### src/rtl/alu_arbiter.sv
`default_nettype none
// ============================================================================
//  Module   : alu_arbiter
//  Purpose  : Shares one combinational ALU between two requesters
//             (req0 = core datapath, req1 = auxiliary/bit-manipulation helper).
//             Round-robin arbitration with an optional lock that keeps priority
//             on the requester that just finished, valid/ready request handshake,
//             registered ALU operands and registered ALU results.
//             One operation every three cycles: accept at T, ALU evaluates at
//             T+1, rspN_valid pulses at T+2.
//  Ports    :
//    Clk, Reset                  clock, synchronous active-high reset
//    reqN_valid / reqN_ready     request handshake (N = 0, 1)
//    reqN_op/a/b/imm/sc          request fields, sampled only on the accept edge
//    reqN_lock                   keep priority on this requester after completion
//    rspN_valid                  one-cycle result pulse for requester N
//    rsp_out/zero/outbit/parity  registered ALU results (shared by both)
//    busy                        high whenever the arbiter is not IDLE
//    alu_op/a/b/imm/sc           registered operands driven to the ALU
//    alu_out/zero/outbit/parity  combinational results coming back from the ALU
//  Revision : 1.0 - initial release
// ============================================================================
module alu_arbiter #(
    parameter int DW   = 8,
    parameter int OPW  = 4,
    parameter int IMMW = 3
) (
    input  logic            Clk,
    input  logic            Reset,

    // requester 0 (core datapath)
    input  logic            req0_valid,
    output logic            req0_ready,
    input  logic [OPW-1:0]  req0_op,
    input  logic [DW-1:0]   req0_a,
    input  logic [DW-1:0]   req0_b,
    input  logic [IMMW-1:0] req0_imm,
    input  logic            req0_sc,
    input  logic            req0_lock,

    // requester 1 (auxiliary helper)
    input  logic            req1_valid,
    output logic            req1_ready,
    input  logic [OPW-1:0]  req1_op,
    input  logic [DW-1:0]   req1_a,
    input  logic [DW-1:0]   req1_b,
    input  logic [IMMW-1:0] req1_imm,
    input  logic            req1_sc,
    input  logic            req1_lock,

    // responses
    output logic            rsp0_valid,
    output logic            rsp1_valid,
    output logic [DW-1:0]   rsp_out,
    output logic            rsp_zero,
    output logic            rsp_outbit,
    output logic            rsp_parity,
    output logic            busy,

    // ALU interface
    output logic [OPW-1:0]  alu_op,
    output logic [DW-1:0]   alu_a,
    output logic [DW-1:0]   alu_b,
    output logic [IMMW-1:0] alu_imm,
    output logic            alu_sc,
    input  logic [DW-1:0]   alu_out,
    input  logic            alu_zero,
    input  logic            alu_outbit,
    input  logic            alu_parity
);

    typedef enum logic [1:0] {
        ST_IDLE = 2'd0,
        ST_EXEC = 2'd1,
        ST_RESP = 2'd2
    } state_t;

    // ------------------------------------------------------------------------
    // State
    // ------------------------------------------------------------------------
    state_t          state_q,      state_d;
    logic            rr_ptr_q,     rr_ptr_d;     // 0: req0 wins a tie, 1: req1 wins
    logic            gnt_id_q,     gnt_id_d;     // requester owning the op in flight
    logic            lock_q,       lock_d;       // lock bit captured with the op

    logic [OPW-1:0]  alu_op_q,     alu_op_d;
    logic [DW-1:0]   alu_a_q,      alu_a_d;
    logic [DW-1:0]   alu_b_q,      alu_b_d;
    logic [IMMW-1:0] alu_imm_q,    alu_imm_d;
    logic            alu_sc_q,     alu_sc_d;

    logic [DW-1:0]   rsp_out_q,    rsp_out_d;
    logic            rsp_zero_q,   rsp_zero_d;
    logic            rsp_outbit_q, rsp_outbit_d;
    logic            rsp_parity_q, rsp_parity_d;

    // ------------------------------------------------------------------------
    // Arbitration
    // ------------------------------------------------------------------------
    logic grant0;
    logic grant1;
    logic in_idle;
    logic accept;

    always_comb begin
        // A lone valid requester always wins; a tie goes to rr_ptr.
        grant0  = req0_valid & (~req1_valid | ~rr_ptr_q);
        grant1  = req1_valid & (~req0_valid |  rr_ptr_q);
        // Ready is suppressed while Reset is high so nothing looks accepted
        // on a cycle whose edge will discard it.
        in_idle = (state_q == ST_IDLE) & ~Reset;
        accept  = in_idle & (grant0 | grant1);
    end

    assign req0_ready = in_idle & grant0;
    assign req1_ready = in_idle & grant1;

    // ------------------------------------------------------------------------
    // Next-state and datapath
    // ------------------------------------------------------------------------
    always_comb begin
        state_d      = state_q;
        rr_ptr_d     = rr_ptr_q;
        gnt_id_d     = gnt_id_q;
        lock_d       = lock_q;
        alu_op_d     = alu_op_q;
        alu_a_d      = alu_a_q;
        alu_b_d      = alu_b_q;
        alu_imm_d    = alu_imm_q;
        alu_sc_d     = alu_sc_q;
        rsp_out_d    = rsp_out_q;
        rsp_zero_d   = rsp_zero_q;
        rsp_outbit_d = rsp_outbit_q;
        rsp_parity_d = rsp_parity_q;

        case (state_q)
            ST_IDLE: begin
                if (accept) begin
                    // grant1 and grant0 are mutually exclusive; grant1 selects req1.
                    gnt_id_d = grant1;
                    if (grant1) begin
                        alu_op_d  = req1_op;
                        alu_a_d   = req1_a;
                        alu_b_d   = req1_b;
                        alu_imm_d = req1_imm;
                        alu_sc_d  = req1_sc;
                        lock_d    = req1_lock;
                    end else begin
                        alu_op_d  = req0_op;
                        alu_a_d   = req0_a;
                        alu_b_d   = req0_b;
                        alu_imm_d = req0_imm;
                        alu_sc_d  = req0_sc;
                        lock_d    = req0_lock;
                    end
                    state_d = ST_EXEC;
                end
            end

            ST_EXEC: begin
                // Operands have been stable on the ALU for the whole cycle.
                rsp_out_d    = alu_out;
                rsp_zero_d   = alu_zero;
                rsp_outbit_d = alu_outbit;
                rsp_parity_d = alu_parity;
                state_d      = ST_RESP;
            end

            ST_RESP: begin
                // A locked owner keeps priority; otherwise hand it to the other side.
                rr_ptr_d = lock_q ? gnt_id_q : ~gnt_id_q;
                state_d  = ST_IDLE;
            end

            default: begin
                state_d = ST_IDLE;
            end
        endcase
    end

    always_ff @(posedge Clk) begin
        if (Reset) begin
            state_q      <= ST_IDLE;
            rr_ptr_q     <= 1'b0;
            gnt_id_q     <= 1'b0;
            lock_q       <= 1'b0;
            alu_op_q     <= '0;
            alu_a_q      <= '0;
            alu_b_q      <= '0;
            alu_imm_q    <= '0;
            alu_sc_q     <= 1'b0;
            rsp_out_q    <= '0;
            rsp_zero_q   <= 1'b0;
            rsp_outbit_q <= 1'b0;
            rsp_parity_q <= 1'b0;
        end else begin
            state_q      <= state_d;
            rr_ptr_q     <= rr_ptr_d;
            gnt_id_q     <= gnt_id_d;
            lock_q       <= lock_d;
            alu_op_q     <= alu_op_d;
            alu_a_q      <= alu_a_d;
            alu_b_q      <= alu_b_d;
            alu_imm_q    <= alu_imm_d;
            alu_sc_q     <= alu_sc_d;
            rsp_out_q    <= rsp_out_d;
            rsp_zero_q   <= rsp_zero_d;
            rsp_outbit_q <= rsp_outbit_d;
            rsp_parity_q <= rsp_parity_d;
        end
    end

    // ------------------------------------------------------------------------
    // Outputs
    // ------------------------------------------------------------------------
    logic in_resp;
    assign in_resp    = (state_q == ST_RESP) & ~Reset;
    assign rsp0_valid = in_resp & ~gnt_id_q;
    assign rsp1_valid = in_resp &  gnt_id_q;

    assign rsp_out    = rsp_out_q;
    assign rsp_zero   = rsp_zero_q;
    assign rsp_outbit = rsp_outbit_q;
    assign rsp_parity = rsp_parity_q;
    assign busy       = (state_q != ST_IDLE);

    assign alu_op     = alu_op_q;
    assign alu_a      = alu_a_q;
    assign alu_b      = alu_b_q;
    assign alu_imm    = alu_imm_q;
    assign alu_sc     = alu_sc_q;

endmodule
`default_nettype wire

### config.mk
export PLATFORM = sky130hd
export DESIGN_NAME = alu_arbiter
export DESIGN_NICKNAME = d
export VERILOG_FILES = /design/src/rtl/alu_arbiter.sv
export SDC_FILE = /design/constraint.sdc
export NUM_CORES = 1
export LEC_CHECK = 0
export CORE_AREA = 2 2 72 74
export CTS_BUF_LIST = sky130_fd_sc_hd__clkbuf_8
export DETAILED_ROUTE_END_ITERATION = 6
export DIE_AREA = 0 0 74 76
export GPL_ROUTABILITY_DRIVEN = 0
export PLACE_DENSITY = 0.91
export SETUP_SLACK_MARGIN = 0.5
export SLEW_MARGIN = 5
export SYNTH_ARGS = -nofsm -noshare
export SYNTH_HDL_FRONTEND = slang
export SYNTH_SLANG_ARGS = --single-unit
### constraint.sdc
create_clock -name Clk -period 1.8 [get_ports Clk]
set_input_delay 0.27 -clock Clk [delete_from_list [all_inputs] [get_ports Clk]]
set_output_delay 0.27 -clock Clk [all_outputs]
set_load 0.05 [all_outputs]
==> results.yml, run 1 <==
logic_synthesis:
  postSynthRegisterBits: 40
  synth_adder_area_share_pct: 0
  post_synth.cell_area_avg_um2: 9.71
  synth_seq_area_share_pct: 37.5
  netlist_area_mm2: 0.00214
  post_syn_nets: 285
  synth_compound_area_share_pct: 9.37
  yosys.area.top_type: "dfxtp_1"
  netlist_instances: 220
  synth_warnings: 0
  synth_top_area_share_pct: 37.5
  largest_family_of_logic_cells_by_synthesized_area: "simple AND/OR/NAND/NOR gates"
  synthMuxAreaShare_pct: 0.469
  yosys-top-cells-area: "dfxtp_1 (37%), nor4b_2 (11%), a21oi_1 (8.7%)"
  synth_simple_gate_area_share_pct: 40.8
  ys_types: 31
  synth_xor_xnor_area_share_pct: 0.410
cts:
  cts_root_buffer: "clkbuf_8"
  number_of_buffers_created_by_cts: 5
  clock_path_buffers: 2
  clkTransAtPathRegs_ns: 0.08
  cts_num_sinks: 40
  cts_h_tree_depth: 2
  cts_tree: "yes"
  insertion_delay_ns: 0.29
sta:
  worst_margin_pin_slew_ns: 0.414
  setup_viol: 0
  rsz_0062_raised_after_global_routing: "true"
  hold_viol: 0
  totalNegativeSetupSlack_ns: 0
  fin_crit_ns: 1.64
  layout_worst_path_cycle_share_pct: 91.2
  fmax_mhz: 609
  skew_ns: 0.00486
  timing.max_slew.rel_slack_pct: 72.4
  layout_setup_ws_ns: 0.158
  timing_max_transition_violations_final: 0
  hold_ws_ns: 0.408
floorplanning:
  die-area_mm2: 0.00562
  number_of_i_o_pins: 105
  area_of_the_placeable_core_mm2: 0.00491
  rows: 26
  initial_core_util_pct: 43.5
  die_width_um: 74
  chipHeight_um: 76
critical_path:
  worstPathArrival_ns: 1.81
  timing.critical_path.fanout_max: 6
  setup.worst_path.end_class: "flip-flop"
  cp-start-kind: "flip-flop"
  critical_path_required_ns: 1.97
  worst-path-buf-inv: 4
  critical-path-max-stage-delay_ns: 0.38
  timing_worst_setup_path_type: "flip-flop to flip-flop"
  worstPathCellList: "nor2_8 -> buf_4 -> buf_6 -> buf_12 -> bufbuf_16 -> a21oi_1 -> nor4_1"
  cpLargestDelayFamily: "buffers and inverters"
  slowest_stage: "dfxtp_4"
grt:
  number_of_antenna_violations_at_the_first_check_in_global_routing: 0
  grt_pass1_vias: 2414
  grt_overflow_total: 0
  grt_util_all_layers_pct: 28.2
  grt_pass1_wl_um: 12300
  maximum_number_of_pins_on_one_net_before_global_route_repair: 33
routing:
  wl_um: 8320
  post_drt_via_cell_ratio: 5.64
  residual_drc_count: 0
  drt_first_pass_iters: 4
  num_vias: 2316
  routedWlPerCell_um: 20.2
  ant_nets: 0
  drt_iter0_markers: 133
placement:
  numPlacedInstances: 382
  detailed_place_hpwl_um: 4320
  pre_cts_slack_ns: 0.0996
  port-buffer-count: 104
layout:
  finalCoreUtilization_pct: 78.5
  area_growth_pct: 80.6
  insertedDiodeCount: 0
  final_layout_size_suffix_gt1_share_pct: 41.3
  nets: 405
  instances_no_fill: 411
power:
  vdd.ir_drop.worst_uv: 570
  total_leakage_power_nw: 1.49
  power_density_mw_per_mm2: 806
run_status:
  result_of_the_run: "completed"
run:
  max-cap-violations: 0
worst_hold_path:
  min-delay-path-class: "primary input to flip-flop"
## layout make-up
cell class | count | area, µm²
fillers | 290 | 1050
inverters | 2 | 20.0
multi-input cells | 152 | 1390
repair inverters | 3 | 50.0
clock buffers | 5 | 68.8
well taps | 70 | 87.6
clock inverters | 3 | 42.5
flip-flops and latches | 40 | 812
repair buffers | 136 | 1390
## state kept, by name, indices dropped and copies added, names as in the netlist
register,flops
rsp_parity,1
rsp_zero,1
lock_q,1
rsp_outbit,1
state_q,2
alu_b,8
alu_sc,1
alu_op,4
alu_imm,3
rr_ptr_q,1
rsp_out,8
alu_a,8
gnt_id_q,1
## cells by family after synthesis
family,Yosys count
and+or+nand+nor,111
AOI/OAI and AO/OA,39
muxes,1
DFF,40
buffers and inverters,28
xor gates and xnor gates,1
## layout by cell type (no fill, tap or decap), types with 5 or more instances in the layout
cell,n
clkdlybuf4s50_1,61
dfxtp_1,37
a21oi_1,36
buf_2,23
nand2_1,22
buf_4,18
nor4b_4,16
nor3_1,15
nor4_1,13
nor4_2,12
buf_12,9
clkdlybuf4s15_2,7
buf_6,7
nor3_4,6
nor4b_2,6
nor3_2,5
clkbuf_8,5
## per-layer routing
metal | track usage, % | routed length [µm]
met1 | 34.7 | 3300
met2 | 48.8 | 4500
met3 | 4.89 | 375
met4 | 8.91 | 140
met5 | 0 | 0
## path summary, 6_finish.rpt
path | startpoint | to | slack [ns] | cells past startpoint
setup reg to reg | state_q[0] | alu_a[2] | 0.16 | 7
setup / recovery | state_q[0] | alu_a[2] | 0.16 | 7
hold reg to reg | rsp_parity | rsp_parity | 0.46 | 2
hold / removal | Reset | rsp_out[1] | 0.41 | 2
## timing repair
action | CTS | global route
pin swaps | 26 | 9
setup endpoints to repair | 63 | 57
hold buffers | 0 | 0
resized for setup | 154 | 68
cloned | 6 | 1
buffers inserted | 11 | 3
## stage by stage
stage | area [µm²] | power (W)
after floorplan | 2200 | 0.00174
after global placement | 3190 | 0.00205
after detailed placement | 3190 | 0.00207
after CTS | 3840 | 0.00303
after global routing | 3860 | 0.00321
final | 3860 | 0.00311
## Yosys cell counts
master / count
a21bo_1: 1
a21oi_1: 37
and2b_1: 1
and3b_1: 1
buf_1: 1
buf_12: 2
buf_2: 2
buf_4: 4
buf_6: 11
clkbuf_1: 6
dfxtp_1: 40
inv_1: 1
inv_8: 1
mux2i_1: 1
nand2_1: 22
nand3b_1: 1
nor2_1: 2
nor2_8: 1
nor2b_1: 1
nor2b_4: 1
nor3_1: 26
nor3b_1: 2
nor4_1: 17
nor4_2: 8
nor4b_1: 9
nor4b_2: 15
nor4b_4: 2
o21ai_0: 1
or2_1: 1
or2b_1: 1
xnor2_1: 1
## power breakdown
group	internal, W	switching, W	leakage (nW)
clock	0.000411	0.000332	0.0541
sequential	0.000971	0.0000624	0.333
combinational	0.000574	0.000759	1.10
total	0.00196	0.00115	1.49
## worst reg2reg max path, cell delays in order (launching register included)
cell,delay [ns]
dfxtp_4,0.38
nor2_8,0.17
buf_4,0.15
buf_6,0.10
buf_12,0.12
bufbuf_16,0.26
a21oi_1,0.08
nor4_1,0.26
Power figures use the tool's default switching activity.
==> run 2, diff against run 1 <==
CORE_AREA = 2 2 81 67   (was 2 2 72 74)
DIE_AREA = 0 0 83 69   (was 0 0 74 76)
PLACE_DENSITY = 0.9   (was 0.91)
==> run 2 against run 1 <==
Sequential cell count is the same. Worst setup slack gained 0.042 ns. Critical endpoint is now req1_ready. Power shrank 3.7%. Clock-buffer cell count grew 2. Non-clock buffer count shrank 7. Critical path depth shrank 3. Die area grew 1.8%. Clock power grew 7.9%. Hold slack lost 0.022 ns. Register-to-register slack gained 0.09 ns. Via count shrank 5.9%. Clock skew grew 0.0042 ns. Largest power group unchanged.
==> results.yml, run 2 (synthesized netlist as in run 1, its figures left out) <==
sta:
  timing.max_slew.rel_slack_pct: 69.6
  timing_max_transition_violations_final: 0
  layout_setup_ws_ns: 0.200
  fin_crit_ns: 1.60
  totalNegativeSetupSlack_ns: 0
  worst_margin_pin_slew_ns: 0.456
  layout_worst_path_cycle_share_pct: 88.9
  setup_viol: 0
  fmax_mhz: 625
  skew_ns: 0.00908
  rsz_0062_raised_after_global_routing: "true"
  hold_viol: 0
floorplanning:
  chipHeight_um: 69
  die_width_um: 83
  die-area_mm2: 0.00573
  rows: 23
  initial_core_util_pct: 43.4
  number_of_i_o_pins: 105
  area_of_the_placeable_core_mm2: 0.00492
placement:
  detailed_place_hpwl_um: 4490
  pre_cts_slack_ns: 0.0821
  port-buffer-count: 104
worst_hold_path:
  min-delay-path-class: "primary input to flip-flop"
  min_from: "Reset"
grt:
  grt_pass1_wl_um: 10800
  grt_util_all_layers_pct: 23.3
  number_of_antenna_violations_at_the_first_check_in_global_routing: 0
  grt_pass1_vias: 2177
  maximum_number_of_pins_on_one_net_before_global_route_repair: 30
  grt_overflow_total: 0
cts:
  cts_h_tree_depth: 2
  clock_path_buffers: 2
  cts_root_buffer: "clkbuf_8"
  cts_tree: "yes"
  clkTransAtPathRegs_ns: 0.08
  cts_hold_repair.buffers: 0
  cts_num_sinks: 40
  insertion_delay_ns: 0.29
  number_of_buffers_created_by_cts: 5
critical_path:
  r2r_start: "state_q[0]"
  timing_worst_setup_path_type: "flip-flop to output port"
  critical_path_required_ns: 1.53
  timing.critical_path.fanout_max: 4
  setup.worst_path.end_class: "output port"
  worstPathCellList: "nor2_8 -> inv_12 -> nor4b_4 -> buf_12"
  cpLargestDelayFamily: "simple AND/OR/NAND/NOR gates"
  critical-path-max-stage-delay_ns: 0.38
  worst-path-buf-inv: 2
  crit_start: "state_q[0]"
  worstPathArrival_ns: 1.33
  slowest_stage: "dfxtp_4"
  cp-start-kind: "flip-flop"
routing:
  drt_first_pass_iters: 4
  ant_nets: 0
  routedWlPerCell_um: 18.3
  drt_iter0_markers: 74
  post_drt_via_cell_ratio: 5.53
  residual_drc_count: 0
  wl_um: 7190
  num_vias: 2180
layout:
  commonest_cells_after_routing_fill_and_taps_aside: "clkdlybuf4s50_1 (61), a21oi_1 (37), dfxtp_1 (37)"
  final_layout_size_suffix_gt1_share_pct: 36.7
  nets: 396
  area_growth_pct: 68.8
  final_common_cell: "clkdlybuf4s50_1"
  finalCoreUtilization_pct: 73.3
  layout.filler_cells: 353
  insertedDiodeCount: 0
run_status:
  result_of_the_run: "completed"
run:
  max-cap-violations: 0
power:
  power_density_mw_per_mm2: 831
  total_leakage_power_nw: 1.38
  vdd.ir_drop.worst_uv: 457
  overall_power_after_layout_w: 0.00300
==> run 2: cell count changes in the layout (fill, tap and decap cells not counted), moves of 2 or more <==
cell | before | now
buf_6 | 7 | 3
buf_12 | 9 | 6
nor4b_2 | 6 | 9
buf_2 | 23 | 19
nor4b_1 | 4 | 2
nor4_1 | 13 | 17
clkbuf_8 | 5 | 7
clkdlybuf4s18_2 | 3 | 7
nor3_1 | 15 | 20
buf_16 | 2 | 0
nor4_2 | 12 | 8
clkdlybuf4s15_2 | 7 | 9
nor3_4 | 6 | 1
==> run 2: final timing paths <==
| path | end | slack, ns | depth (start not counted) |
|---|---|---|---|
| worst max-delay path | req1_ready | 0.20 | 4 |
| worst min-delay path | rr_ptr_q | 0.39 | 2 |
| worst min register to register | rsp_outbit | 0.46 | 2 |
| worst max register to register | alu_a[4] | 0.25 | 7 |
==> run 2: layout make-up <==
class / instances / area, µm² / share of cell area (%)
Multi-Input combinational cell: 152 / 1300 / 36.1
Inverter: 2 / 20.0 / 0.555
Timing Repair inverter: 1 / 8.76 / 0.243
Clock buffer: 7 / 96.3 / 2.67
Sequential cell: 40 / 810 / 22.4
Tap cell: 62 / 77.6 / 2.15
Timing Repair Buffer: 129 / 1260 / 35.0
Clock inverter: 1 / 30.0 / 0.833
==> run 2: layer usage <==
layer | share of wire (%) | wire length, µm | vias up | track usage (%)
li1 | - | - | 1032 | -
met1 | 41 | 2930 | 1044 | 28.7
met2 | 51 | 3700 | 95 | 40.4
met3 | 6.2 | 447 | 9 | 4.79
met4 | 1.6 | 116 | 0 | 8.01
met5 | 0 | 0 | - | 0
==> run 2: worst reg2reg max path: stages (launching register included) <==
cell and delay, ns:
dfxtp_4 0.38, nor2_8 0.17, inv_12 0.05, buf_4 0.13, buf_4 0.13, buf_12 0.15
nor4b_2 0.33, nor4_1 0.10
==> run 2: what timing repair did <==
| item | CTS | global route |
|---|---|---|
| cloned | 2 | 1 |
| pin swaps | 5 | 3 |
| gates resized for setup | 124 | 69 |
| setup buffers | 6 | 2 |
| setup endpoints to repair | 65 | 56 |
==> run 2: where the power goes <==
part / total (W) / leakage (nW) / internal, W / switching, W
Sequential: 0.00103 / 0.333 / 0.000972 / 0.0000568
Clock: 0.000802 / 0.0645 / 0.000490 / 0.000313
Combinational: 0.00116 / 0.978 / 0.000486 / 0.000679
==> run 2: per-stage QoR <==
step	hold WS, ns	cells	area, µm²
after floorplan	0.405	220	2200
after global placement	0.442	375	3190
after detailed placement	0.448	375	3190
after global routing	0.390	394	3610
final	0.386	394	3610
after CTS	0.374	391	3510
